<file path="src/rtl/uart_cmd_wrapper.sv">
// uart_cmd_wrapper: UART endpoint assembling two RX bytes into a 16-bit command and sending 8-bit responses.
// Define CMD_TIMEOUT_EN to drop a stale high byte when the low byte does not start within TIMEOUT_CYCLES.
module uart_cmd_wrapper #(
  parameter int BAUD_CYCLES = 2604,
  parameter int TIMEOUT_CYCLES = 1000000
) (
  input  logic        clk,
  input  logic        rst,
  input  logic        RX,
  output logic        TX,
  output logic [15:0] cmd,
  output logic        cmd_rdy,
  input  logic        clr_cmd_rdy,
  input  logic [7:0]  resp,
  input  logic        send_resp,
  output logic        resp_sent
);
  localparam int CW = $clog2(BAUD_CYCLES);
  localparam logic [CW-1:0] FULL = CW'(BAUD_CYCLES - 1);
  localparam logic [CW-1:0] HALF = CW'(BAUD_CYCLES / 2 - 1);
  typedef enum logic {R_IDLE, R_BUSY} rx_t;
  typedef enum logic {WAIT_HI, WAIT_LO} as_t;
  typedef enum logic [1:0] {T_IDLE, T_START, T_DATA, T_STOP} tx_t;
  rx_t rx_st, rx_nx;
  as_t st, nx;
  tx_t tx_st, tx_nx;
  logic          rx_m, rx_s, rx_tick, rx_start, byte_ok;
  logic [CW-1:0] rx_cnt, tx_cnt;
  logic [3:0]    rx_idx, tx_idx;
  logic [7:0]    rx_sr, tx_sr, hi;
  logic          ld_hi, ld_cmd, timeout, tx_tick;
  always_ff @(posedge clk) begin
    if (rst) begin
      rx_m  <= 1'b1;
      rx_s  <= 1'b1;
      rx_st <= R_IDLE;
      st    <= WAIT_HI;
      tx_st <= T_IDLE;
    end else begin
      rx_m  <= RX;
      rx_s  <= rx_m;
      rx_st <= rx_nx;
      st    <= nx;
      tx_st <= tx_nx;
    end
  end
  // A high start bit ends the frame early as a false start
  assign rx_tick = rx_st == R_BUSY && rx_cnt == '0;
  always_comb begin
    rx_nx = rx_st == R_IDLE ? (rx_s ? R_IDLE : R_BUSY)
          : (rx_tick && (rx_idx == 4'd9 || (rx_idx == 4'd0 && rx_s))) ? R_IDLE : R_BUSY;
  end
  always_comb begin
    rx_start = rx_st == R_IDLE && !rx_s;
    byte_ok  = rx_tick && rx_idx == 4'd9 && rx_s;
  end
  always_ff @(posedge clk) begin
    if (rst) begin
      rx_cnt <= '0;
      rx_idx <= '0;
      rx_sr  <= '0;
    end else if (rx_start) begin
      rx_cnt <= HALF;
      rx_idx <= '0;
    end else if (rx_tick) begin
      rx_cnt <= FULL;
      rx_idx <= rx_idx + 4'd1;
      if (rx_idx != 4'd0 && rx_idx != 4'd9) rx_sr <= {rx_s, rx_sr[7:1]};
    end else if (rx_st == R_BUSY) begin
      rx_cnt <= rx_cnt - CW'(1);
    end
  end
  always_comb begin
    nx = st == WAIT_HI ? (byte_ok ? WAIT_LO : WAIT_HI)
       : (byte_ok || timeout) ? WAIT_HI : WAIT_LO;
  end
  always_comb begin
    ld_hi  = st == WAIT_HI && byte_ok;
    ld_cmd = st == WAIT_LO && byte_ok;
  end
  always_ff @(posedge clk) begin
    if (rst) begin
      hi      <= '0;
      cmd     <= '0;
      cmd_rdy <= 1'b0;
    end else begin
      if (ld_hi) hi <= rx_sr;
      if (ld_cmd) cmd <= {hi, rx_sr};
      cmd_rdy <= ld_cmd | (cmd_rdy & ~clr_cmd_rdy & ~(rx_start & st == WAIT_HI));
    end
  end
`ifdef CMD_TIMEOUT_EN
  localparam int TW = $clog2(TIMEOUT_CYCLES + 1);
  logic [TW-1:0] to_cnt;
  logic          lo_seen;
  always_ff @(posedge clk) begin
    if (rst || st != WAIT_LO) begin
      to_cnt  <= '0;
      lo_seen <= 1'b0;
    end else begin
      if (rx_start) lo_seen <= 1'b1;
      if (!lo_seen && !rx_start) to_cnt <= to_cnt + TW'(1);
    end
  end
  assign timeout = st == WAIT_LO && !lo_seen && !rx_start && to_cnt == TW'(TIMEOUT_CYCLES - 1);
`else
  assign timeout = 1'b0;
`endif
  assign tx_tick = tx_st != T_IDLE && tx_cnt == '0;
  always_comb begin
    tx_nx = tx_st == T_IDLE ? (send_resp ? T_START : T_IDLE)
          : !tx_tick ? tx_st
          : tx_st == T_START ? T_DATA
          : tx_st == T_DATA ? (tx_idx == 4'd7 ? T_STOP : T_DATA) : T_IDLE;
  end
  always_comb begin
    TX = tx_st == T_START ? 1'b0 : tx_st == T_DATA ? tx_sr[0] : 1'b1;
  end
  always_ff @(posedge clk) begin
    if (rst) begin
      tx_cnt    <= '0;
      tx_idx    <= '0;
      tx_sr     <= '0;
      resp_sent <= 1'b0;
    end else if (tx_st == T_IDLE && send_resp) begin
      tx_sr     <= resp;
      tx_cnt    <= FULL;
      tx_idx    <= '0;
      resp_sent <= 1'b0;
    end else if (tx_tick) begin
      tx_cnt <= FULL;
      if (tx_st == T_DATA) begin
        tx_sr  <= tx_sr >> 1;
        tx_idx <= tx_idx + 4'd1;
      end
      if (tx_st == T_STOP) resp_sent <= 1'b1;
    end else if (tx_st != T_IDLE) begin
      tx_cnt <= tx_cnt - CW'(1);
    end
  end
endmodule

</file>
<file path="config.mk">
export PLATFORM = sky130hd
export DESIGN_NAME = uart_cmd_wrapper
export DESIGN_NICKNAME = d
export VERILOG_FILES = /design/src/rtl/uart_cmd_wrapper.sv
export SDC_FILE = /design/constraint.sdc
export NUM_CORES = 1
export LEC_CHECK = 0
export BUFFER_PORTS_ARGS = -buffer_cell sky130_fd_sc_hd__buf_2
export CAP_MARGIN = 20
export CORE_MARGIN = 1
export CORE_UTILIZATION = 45
export DETAILED_ROUTE_END_ITERATION = 10
export GPL_TIMING_DRIVEN = 0
export PLACE_DENSITY = 0.69
export SETUP_SLACK_MARGIN = 0.5
export SLEW_MARGIN = 10
export SYNTH_ARGS = -nofsm -noshare
export SYNTH_HDL_FRONTEND = slang
export SYNTH_SLANG_ARGS = --single-unit
export TNS_END_PERCENT = 1
</file>
<file path="constraint.sdc">
create_clock -name clk -period 5.9 [get_ports clk]
set_clock_uncertainty 0.15 [all_clocks]
set_input_delay 1.18 -clock clk [delete_from_list [all_inputs] [get_ports clk]]
set_output_delay 1.18 -clock clk [all_outputs]
set_load 0.01 [all_outputs]
</file>
==> out/qor_table.md, run 1 <==
| Stage | Parameter | Reported |
| --- | --- | --- |
| sta | Number of pins with negative max-slew slack in the final report | 0 |
| place | DP Wirelength | 4970 microns |
| clock tree | Insertion delay to the later sink of the worst-skew pair | 360 ps |
| sta | Highest Clock Rate | 253 MHz |
| place | Final weighted congestion of routability-driven global placement | 0.838 |
| min path | Min-delay worst type | flop to flop |
| route | Avg WL per Cell | 13.0 microns |
| global route | Aggregate global-route resource usage | 0.185 |
| logic synthesis | Post-synthesis cell count | 384 |
| route | First-pass iteration count of the detailed router | 4 |
| route | Post-detailed-route via-to-cell ratio | 5.25 |
| sta | Period utilisation layout | 0.671 |
| clock tree | Register clock-pin slew on the reported worst setup and hold paths | 80 ps |
| outcome | Status | complete, no violations |
| route | Number of violations reported at the end of detailed-routing iteration 0 | 81 |
| final layout | Area used by multi-input combinational logic | 1730 sq um |
| setup path | Number of cell instances on the worst register-to-register path | 10 |
| setup path | Crit path kind | flop to flop |
| global route | Vias in the first global route | 2587 |
| logic synthesis | Sequential share of the synthesized area | 0.457 |
| global route | Peak-usage layer in the global routing report | met2 |
| floorplan | Horizontal die dimension | 90.2 microns |
| setup path | Worst r2r dst | cmd[15]$_SDFFE_PP0P_ |
| setup path | Critical path capture point type | flop |
| sta | Period minus WS final | 3960 ps |
| job | Max-Cap Viols | 0 |
| route | Routed Wire Length | 6880 microns |
| route | Final routed DRC violation total | 0 |
| global route | Largest net degree at the start of global routing | 16 |
| final layout | Final-layout fill cell count | 716 |
| place | Number of buffers added on ports | 30 |
| sta | Transition time at the pin with the least slew margin | 1000 ps |
| setup path | List of cells traversed by the critical path | or4_1, buf_2, or4b_4, buf_2, nor3_1, ha_1, clkbuf_1, clkbuf_1, mux2i_1, nor2_1 |
| sta | Setup repair after global routing missed its margin | false |
| logic synthesis | Post-Syn Nets | 410 |
| final layout | Total area of sequential cells | 1600 sq um |
| clock tree | Inserted Clock Buffers | 9 |
| floorplan | Height of the chip | 90.2 microns |
| place | Placement-stage cell area | 3770 sq um |
| power | Leak pwr | 0.00154 uW |
| clock tree | PostCTS Resize Cnt | 0 |
| final layout | Post-layout nets | 451 |
| setup path | Crit path DAT | 4050 ps |
| global route | Fraction of met1 tracks used by global routing | 0.228 |
| global route | Met2 usage | 0.304 |
| clock tree | Level count of the clock H-tree | 3 |
| global route | Global-route met3 utilization | 0.0516 |
| clock tree | Sink Count | 80 |
| clock tree | Number of buffers on the longest clock path | 2 |
| power | Largest voltage drop on the vdd net | 0.215 mV |
| clock tree | Number of buffers inserted by hold repair at cts | 0 |
| final layout | Summed area of non-filler cells in the final layout | 3960 sq um |
| floorplan | Placement row count | 31 |
| logic synthesis | Yosys cell types | 42 |
| setup path | Crit path launch type | flop |
| sta | Setup TNS after final layout | 0 ps |
| floorplan | Core Area | 7370 sq um |
| clock tree | Setup bufs post-CTS | 0 |
| setup path | Worst reg-to-reg setup slack | 1940 ps |
| global route | Global-route wire length before repair | 12000 microns |
| sta | Relative slew slack | 0.327 |
| min path | Worst Hold Path EP | rx_s$_SDFF_PP1_ |
| floorplan | Initial standard-cell utilization of the core | 0.475 |
| logic synthesis | Area of the mapped netlist | 3500 sq um |
| floorplan | Total I/O pin count | 32 |
| logic synthesis | Post-Synthesis Mean Instance Area | 9.12 sq um |
| route | Routed vias | 2776 |
| setup path | Critical path data required time | 5990 ps |
| power | Pwr per Cell Area | 321 nW/um^2 |
| setup path | Slowest CP cell | sky130_fd_sc_hd__clkbuf_1 |
| final layout | Layout cells sized above 1 | 0.135 |
| global route | Initial antenna violation count | 0 |
| min path | Cell depth of the worst hold path | 1 |
| setup path | Start of the worst register-to-register path | rx_cnt[2]$_SDFFE_PP0P_ |
| sta | Final setup violation count | 0 |
| min path | Worst Min Path Start | rx_m$_SDFF_PP1_ |
| route | Residual antenna-violating net count after detailed routing | 0 |
| setup path | Slowest cell delay on critical path | 590 ps |
| final layout | Synthesis-to-layout area growth | 13.2% |
| logic synthesis | Ys Warns | 0 |
| clock tree | Buffer type at the clock tree root | sky130_fd_sc_hd__clkbuf_8 |
| sta | Final count of hold timing violations | 0 |
| global route | Aggregate global routing overflow | 0 |
| logic synthesis | Synthesis-stage register bit count | 80 |
| floorplan | Die area | 8140 sq um |
| final layout | # diodes | 0 |
| clock tree | Clock tree from TritonCTS | done |
| setup path | Highest fanout seen on the critical path | 10 |
## placed cells by master (no fill, tap or decap), drive strengths merged, types with 4 or more instances in the layout
master | Yosys | final
a21oi | 30 | 30
a22oi | 6 | 6
a311oi | 5 | 5
a31oi | 4 | 4
buf | 4 | 34
clkbuf | 18 | 28
dfxtp | 80 | 80
ha | 13 | 13
inv | 20 | 23
mux2i | 35 | 35
nand2 | 11 | 11
nand2b | 13 | 13
nand3 | 12 | 12
nand4 | 4 | 4
nor2 | 55 | 55
nor2b | 4 | 4
nor3 | 11 | 11
nor4 | 5 | 5
o21ai | 4 | 4
or2 | 4 | 4
or3 | 5 | 5
xnor2 | 9 | 9
xor2 | 6 | 6
## cell type report
cell class,count,share of cell area
plain buffers,22,0.0234
clock buffers,10,0.0347
clock inverters,6,0.0126
inverters,20,0.0189
multi-input cells,262,0.437
flip-flops and latches,80,0.404
well taps,99,0.0313
repair buffers,30,0.0379
## logic make-up (layout without fill, tap and decap cells)
| family | Yosys count | in the layout | share of synthesized area |
|---|---|---|---|
| adders and majority gates | 13 | 13 | 0.0465 |
| muxes | 35 | 35 | 0.100 |
| DFF | 80 | 80 | 0.457 |
| AOI/OAI and AO/OA | 60 | 60 | 0.108 |
| xor gates and xnor gates | 15 | 15 | 0.0375 |
| and+or+nand+nor | 139 | 139 | 0.203 |
| buffers and inverters | 42 | 88 | 0.0479 |
## synth_stat cells
cell                        n  area (sq um)
sky130_fd_sc_hd__a31o_2     3          26.3
sky130_fd_sc_hd__a211oi_1   3          22.5
sky130_fd_sc_hd__nor2_1    55           206
sky130_fd_sc_hd__ha_1      13           163
sky130_fd_sc_hd__mux2i_1   35           350
sky130_fd_sc_hd__xor2_1     6          52.6
sky130_fd_sc_hd__nand3_1   12          60.1
sky130_fd_sc_hd__buf_6      1          11.3
sky130_fd_sc_hd__nor4b_1    3          26.3
sky130_fd_sc_hd__and3_1     1          6.26
sky130_fd_sc_hd__nor2b_1    4          25.0
sky130_fd_sc_hd__and2_0     1          6.26
sky130_fd_sc_hd__nor3b_1    1          7.51
sky130_fd_sc_hd__nand2_1   11          41.3
sky130_fd_sc_hd__a41oi_1    2          17.5
sky130_fd_sc_hd__dfxtp_1   80          1600
sky130_fd_sc_hd__a31oi_1    4          25.0
sky130_fd_sc_hd__or4b_4     1          13.8
sky130_fd_sc_hd__o21bai_1   1          7.51
sky130_fd_sc_hd__nand2b_1  13          81.3
sky130_fd_sc_hd__buf_2      2          10.0
sky130_fd_sc_hd__and2_1     1          6.26
sky130_fd_sc_hd__nor4_1     5          31.3
sky130_fd_sc_hd__inv_1     20          75.1
sky130_fd_sc_hd__nor3_1    11          55.1
sky130_fd_sc_hd__nand4b_1   1          8.76
sky130_fd_sc_hd__or4bb_1    1          11.3
sky130_fd_sc_hd__a221oi_1   1          8.76
sky130_fd_sc_hd__or3b_2     1          8.76
sky130_fd_sc_hd__and4_1     2          17.5
sky130_fd_sc_hd__buf_1      1          3.75
sky130_fd_sc_hd__o41a_1     1          11.3
sky130_fd_sc_hd__xnor2_1    9          78.8
sky130_fd_sc_hd__or4_1      2          15.0
sky130_fd_sc_hd__a22oi_1    6          45.0
sky130_fd_sc_hd__a311oi_1   5          43.8
sky130_fd_sc_hd__or2_2      4          25.0
sky130_fd_sc_hd__clkbuf_1  18          67.6
sky130_fd_sc_hd__a21oi_1   30           150
sky130_fd_sc_hd__o21ai_0    4          20.0
sky130_fd_sc_hd__or3_1      5          31.3
sky130_fd_sc_hd__nand4_1    4          25.0
## sequential cells by signal, summed over array words and instances (netlist names), 2 cells and up
signal	flops
rx_idx	4
rx_sr	8
cmd	16
rx_cnt	12
tx_cnt	12
tx_idx	4
tx_st	2
hi	8
tx_sr	8
## worst max-delay path: cells and delay by family (launching register included)
kind | cells | cell delay (ps)
flip-flops | 1 | 370
AND/OR/NAND/NOR | 4 | 1430
adder cells (fa/ha/maj) | 1 | 200
buffers and inverters | 4 | 1410
multiplexers | 1 | 270
## power breakdown
part	internal [uW]	switching [uW]
Combinational	111	160
Clock	170	213
Sequential	580	38.5
## how the worst max path moves through the flow
| stage | startpoint | cells past startpoint | endpoint | slack, ps |
|---|---|---|---|---|
| floorplan | rx_cnt[2]$_SDFFE_PP0P_ | 10 | cmd[10]$_SDFFE_PP0P_ | 2400 |
| global placement | rx_cnt[2]$_SDFFE_PP0P_ | 10 | cmd[10]$_SDFFE_PP0P_ | 1960 |
| detailed placement | rx_cnt[2]$_SDFFE_PP0P_ | 10 | cmd[15]$_SDFFE_PP0P_ | 1930 |
| CTS | rx_cnt[2]$_SDFFE_PP0P_ | 10 | cmd[15]$_SDFFE_PP0P_ | 1910 |
| global route | rx_cnt[2]$_SDFFE_PP0P_ | 10 | cmd[1]$_SDFFE_PP0P_ | 1660 |
| finish | rx_cnt[2]$_SDFFE_PP0P_ | 10 | cmd[15]$_SDFFE_PP0P_ | 1940 |
## per-layer routing
metal | part of all wire | up-vias
met5 | 0 | -
met1 | 0.48 | 1299
met3 | 0.036 | 7
met2 | 0.47 | 51
li1 | - | 1419
met4 | 0.015 | 0
## per-stage QoR
step | setup slack, ps | hold WS [ps] | instances | utilization | power, uW
global route | 1660 | 302 | 529 | 0.538 | 1350
floorplan | 2400 | 239 | 384 | - | 831
CTS | 1910 | 294 | 529 | 0.538 | 1280
global placement | 1960 | 277 | 513 | 0.512 | 887
finish | 1940 | 290 | 529 | 0.538 | 1270
detailed placement | 1930 | 275 | 513 | 0.512 | 898
No activity file was read; power rests on OpenSTA's default activity.
==> run 2: changes to the inputs <==
--- a/config.mk
+++ b/config.mk
@@ -11,7 +11,7 @@
 export CORE_UTILIZATION = 45
 export DETAILED_ROUTE_END_ITERATION = 10
 export GPL_TIMING_DRIVEN = 0
-export PLACE_DENSITY = 0.69
+export PLACE_DENSITY = 0.72
 export SETUP_SLACK_MARGIN = 0.5
 export SLEW_MARGIN = 10
 export SYNTH_ARGS = -nofsm -noshare
==> constraint.sdc (replaced) <==
create_clock -name clk -period 3.46 [get_ports clk]
set_clock_uncertainty 0.15 [all_clocks]
set_input_delay 0.692 -clock clk [delete_from_list [all_inputs] [get_ports clk]]
set_output_delay 0.692 -clock clk [all_outputs]
set_load 0.01 [all_outputs]
==> out/qor_table.md, run 2 (synthesis gave the netlist of run 1 again) <==
| Stage | Parameter | Reported |
| --- | --- | --- |
| outcome | Status | complete, no violations |
| setup path | CP Buf/Inv Count | 5 |
| floorplan | Core Area | 7370 sq um |
| clock tree | Number of buffers inserted by hold repair at cts | 0 |
| global route | Peak-usage layer in the global routing report | met2 |
| sta | Setup repair after global routing missed its margin | true |
| power | Largest voltage drop on the vdd net | 0.294 mV |
| setup path | Cell with the most instances on the worst path | sky130_fd_sc_hd__buf_8 |
| clock tree | Level count of the clock H-tree | 3 |
| clock tree | Sink Count | 80 |
| floorplan | Height of the chip | 90.2 microns |
| floorplan | Die area | 8140 sq um |
| sta | Period minus WS final | 2890 ps |
| clock tree | Buffer type at the clock tree root | sky130_fd_sc_hd__clkbuf_8 |
| global route | Global-route wire length before repair | 12200 microns |
| setup path | Slowest CP cell | sky130_fd_sc_hd__or4_4 |
| global route | Met2 usage | 0.314 |
| final layout | Flip-flop count of the largest register after layout | 16 |
| sta | Period utilisation layout | 0.834 |
| sta | Setup TNS after final layout | 0 ps |
| setup path | Cell type group with the largest total delay on the critical path | simple AND/OR/NAND/NOR gates |
| sta | Worst hold slack after final layout | 292 ps |
| global route | Global-route met3 utilization | 0.0431 |
| setup path | Highest fanout seen on the critical path | 6 |
| route | Number of violations reported at the end of detailed-routing iteration 0 | 142 |
| final layout | Largest registers in the final layout | cmd (16), rx_cnt (12), tx_cnt (12) |
| setup path | Crit path kind | flop to flop |
| min path | Min-delay worst type | flop to flop |
| route | Final routed DRC violation total | 0 |
| sta | Final setup violation count | 0 |
| setup path | Slowest cell delay on critical path | 520 ps |
| final layout | Leading cell type in the layout, fill and taps excluded | sky130_fd_sc_hd__dfxtp_1 |
| route | Routed Wire Length | 7240 microns |
| place | DP Wirelength | 5070 microns |
| setup path | Crit path launch type | flop |
| power | Pwr per Cell Area | 536 nW/um^2 |
| route | Routed vias | 2845 |
| floorplan | Placement row count | 31 |
| global route | Aggregate global-route resource usage | 0.183 |
| global route | Aggregate global routing overflow | 0 |
| route | Avg WL per Cell | 13.5 microns |
| clock tree | Clock tree from TritonCTS | done |
| final layout | Most flop-heavy register | cmd |
| power | Leak pwr | 0.00162 uW |
| final layout | Post-layout nets | 460 |
| setup path | Critical path data required time | 3540 ps |
| global route | Largest net degree at the start of global routing | 16 |
| sta | Relative slew slack | 0.356 |
| clock tree | Insertion delay to the later sink of the worst-skew pair | 350 ps |
| sta | Highest Clock Rate | 347 MHz |
| sta | Number of pins with negative max-slew slack in the final report | 0 |
| final layout | Final-layout fill cell count | 669 |
| floorplan | Horizontal die dimension | 90.2 microns |
| clock tree | Number of buffers on the longest clock path | 2 |
| job | Max-Cap Viols | 0 |
| setup path | Critical path capture point type | flop |
| setup path | Crit path DAT | 2960 ps |
| setup path | List of cells traversed by the critical path | or4_4, buf_6, or4b_4, buf_8, nor3_4, ha_2, buf_8, clkbuf_16, buf_8, mux2i_1, nor2_1 |
| route | Residual antenna-violating net count after detailed routing | 0 |
| route | First-pass iteration count of the detailed router | 4 |
| route | Post-detailed-route via-to-cell ratio | 5.29 |
| final layout | Commonest cells after routing, fill and taps aside | sky130_fd_sc_hd__dfxtp_1 (76), sky130_fd_sc_hd__nor2_1 (55), sky130_fd_sc_hd__mux2i_1 (33), sky130_fd_sc_hd__a21oi_1 (30), sky130_fd_sc_hd__buf_2 (30) |
| final layout | Synthesis-to-layout area growth | 18.7% |
| place | Number of buffers added on ports | 30 |
| final layout | # diodes | 0 |
| place | Final weighted congestion of routability-driven global placement | 0.837 |
| global route | Fraction of met1 tracks used by global routing | 0.226 |
| final layout | Layout cells sized above 1 | 0.180 |
| clock tree | Register clock-pin slew on the reported worst setup and hold paths | 90 ps |
| sta | Transition time at the pin with the least slew margin | 957 ps |
| global route | Vias in the first global route | 2686 |
| floorplan | Initial standard-cell utilization of the core | 0.475 |
| sta | Final count of hold timing violations | 0 |
| global route | Initial antenna violation count | 0 |
| clock tree | Inserted Clock Buffers | 9 |
| floorplan | Total I/O pin count | 32 |
-- run 2: layer usage --
layer | wire length [microns] | part of all wire
met4 | 53 | 0.0073
met3 | 258 | 0.036
met1 | 3420 | 0.47
met2 | 3520 | 0.49
met5 | 0 | 0
-- run 2: repair_timing --
item                       in CTS  in global routing
resized for setup               9                 15
pin swaps                       1                  4
buffers inserted                1                  8
setup endpoints to repair      25                 23
-- run 2: path summary, 6_finish.rpt --
kind / endpoint / start / slack [ps] / depth (start not counted)
max: cmd[15]$_SDFFE_PP0P_ / rx_cnt[5]$_SDFFE_PP0P_ / 570 / 11
min: rx_s$_SDFF_PP1_ / rx_m$_SDFF_PP1_ / 290 / 1
max reg2reg: cmd[15]$_SDFFE_PP0P_ / rx_cnt[5]$_SDFFE_PP0P_ / 570 / 11
min reg2reg: rx_s$_SDFF_PP1_ / rx_m$_SDFF_PP1_ / 290 / 1
-- run 2: layout make-up --
type	instances	area [sq um]	share of cell area
sequential	80	1610	0.387
inverter	20	75.1	0.0181
multi-input combinational	262	1770	0.425
timing repair buffer	39	238	0.0572
clock buffer	9	124	0.0298
buffer	22	143	0.0343
tap	99	124	0.0298
clock inverter	7	77.6	0.0187
-- run 2: through the flow --
stage / setup WS, ps / util / instance area [sq um] / cells / power [uW]
after CTS: 528 / 0.550 / 4050 / 530 / 2230
after global routing: 490 / 0.564 / 4160 / 538 / 2350
after detailed placement: 184 / 0.514 / 3790 / 513 / 1530
after global placement: 204 / 0.514 / 3790 / 513 / 1510
after floorplan: 450 / - / 3520 / 384 / 1420
final: 574 / 0.564 / 4160 / 538 / 2230
-- run 2: report_power, final --
group          total, uW  switching (uW)  internal, uW
clock                691             352           339
sequential          1060            68.4           989
combinational        477             273           204
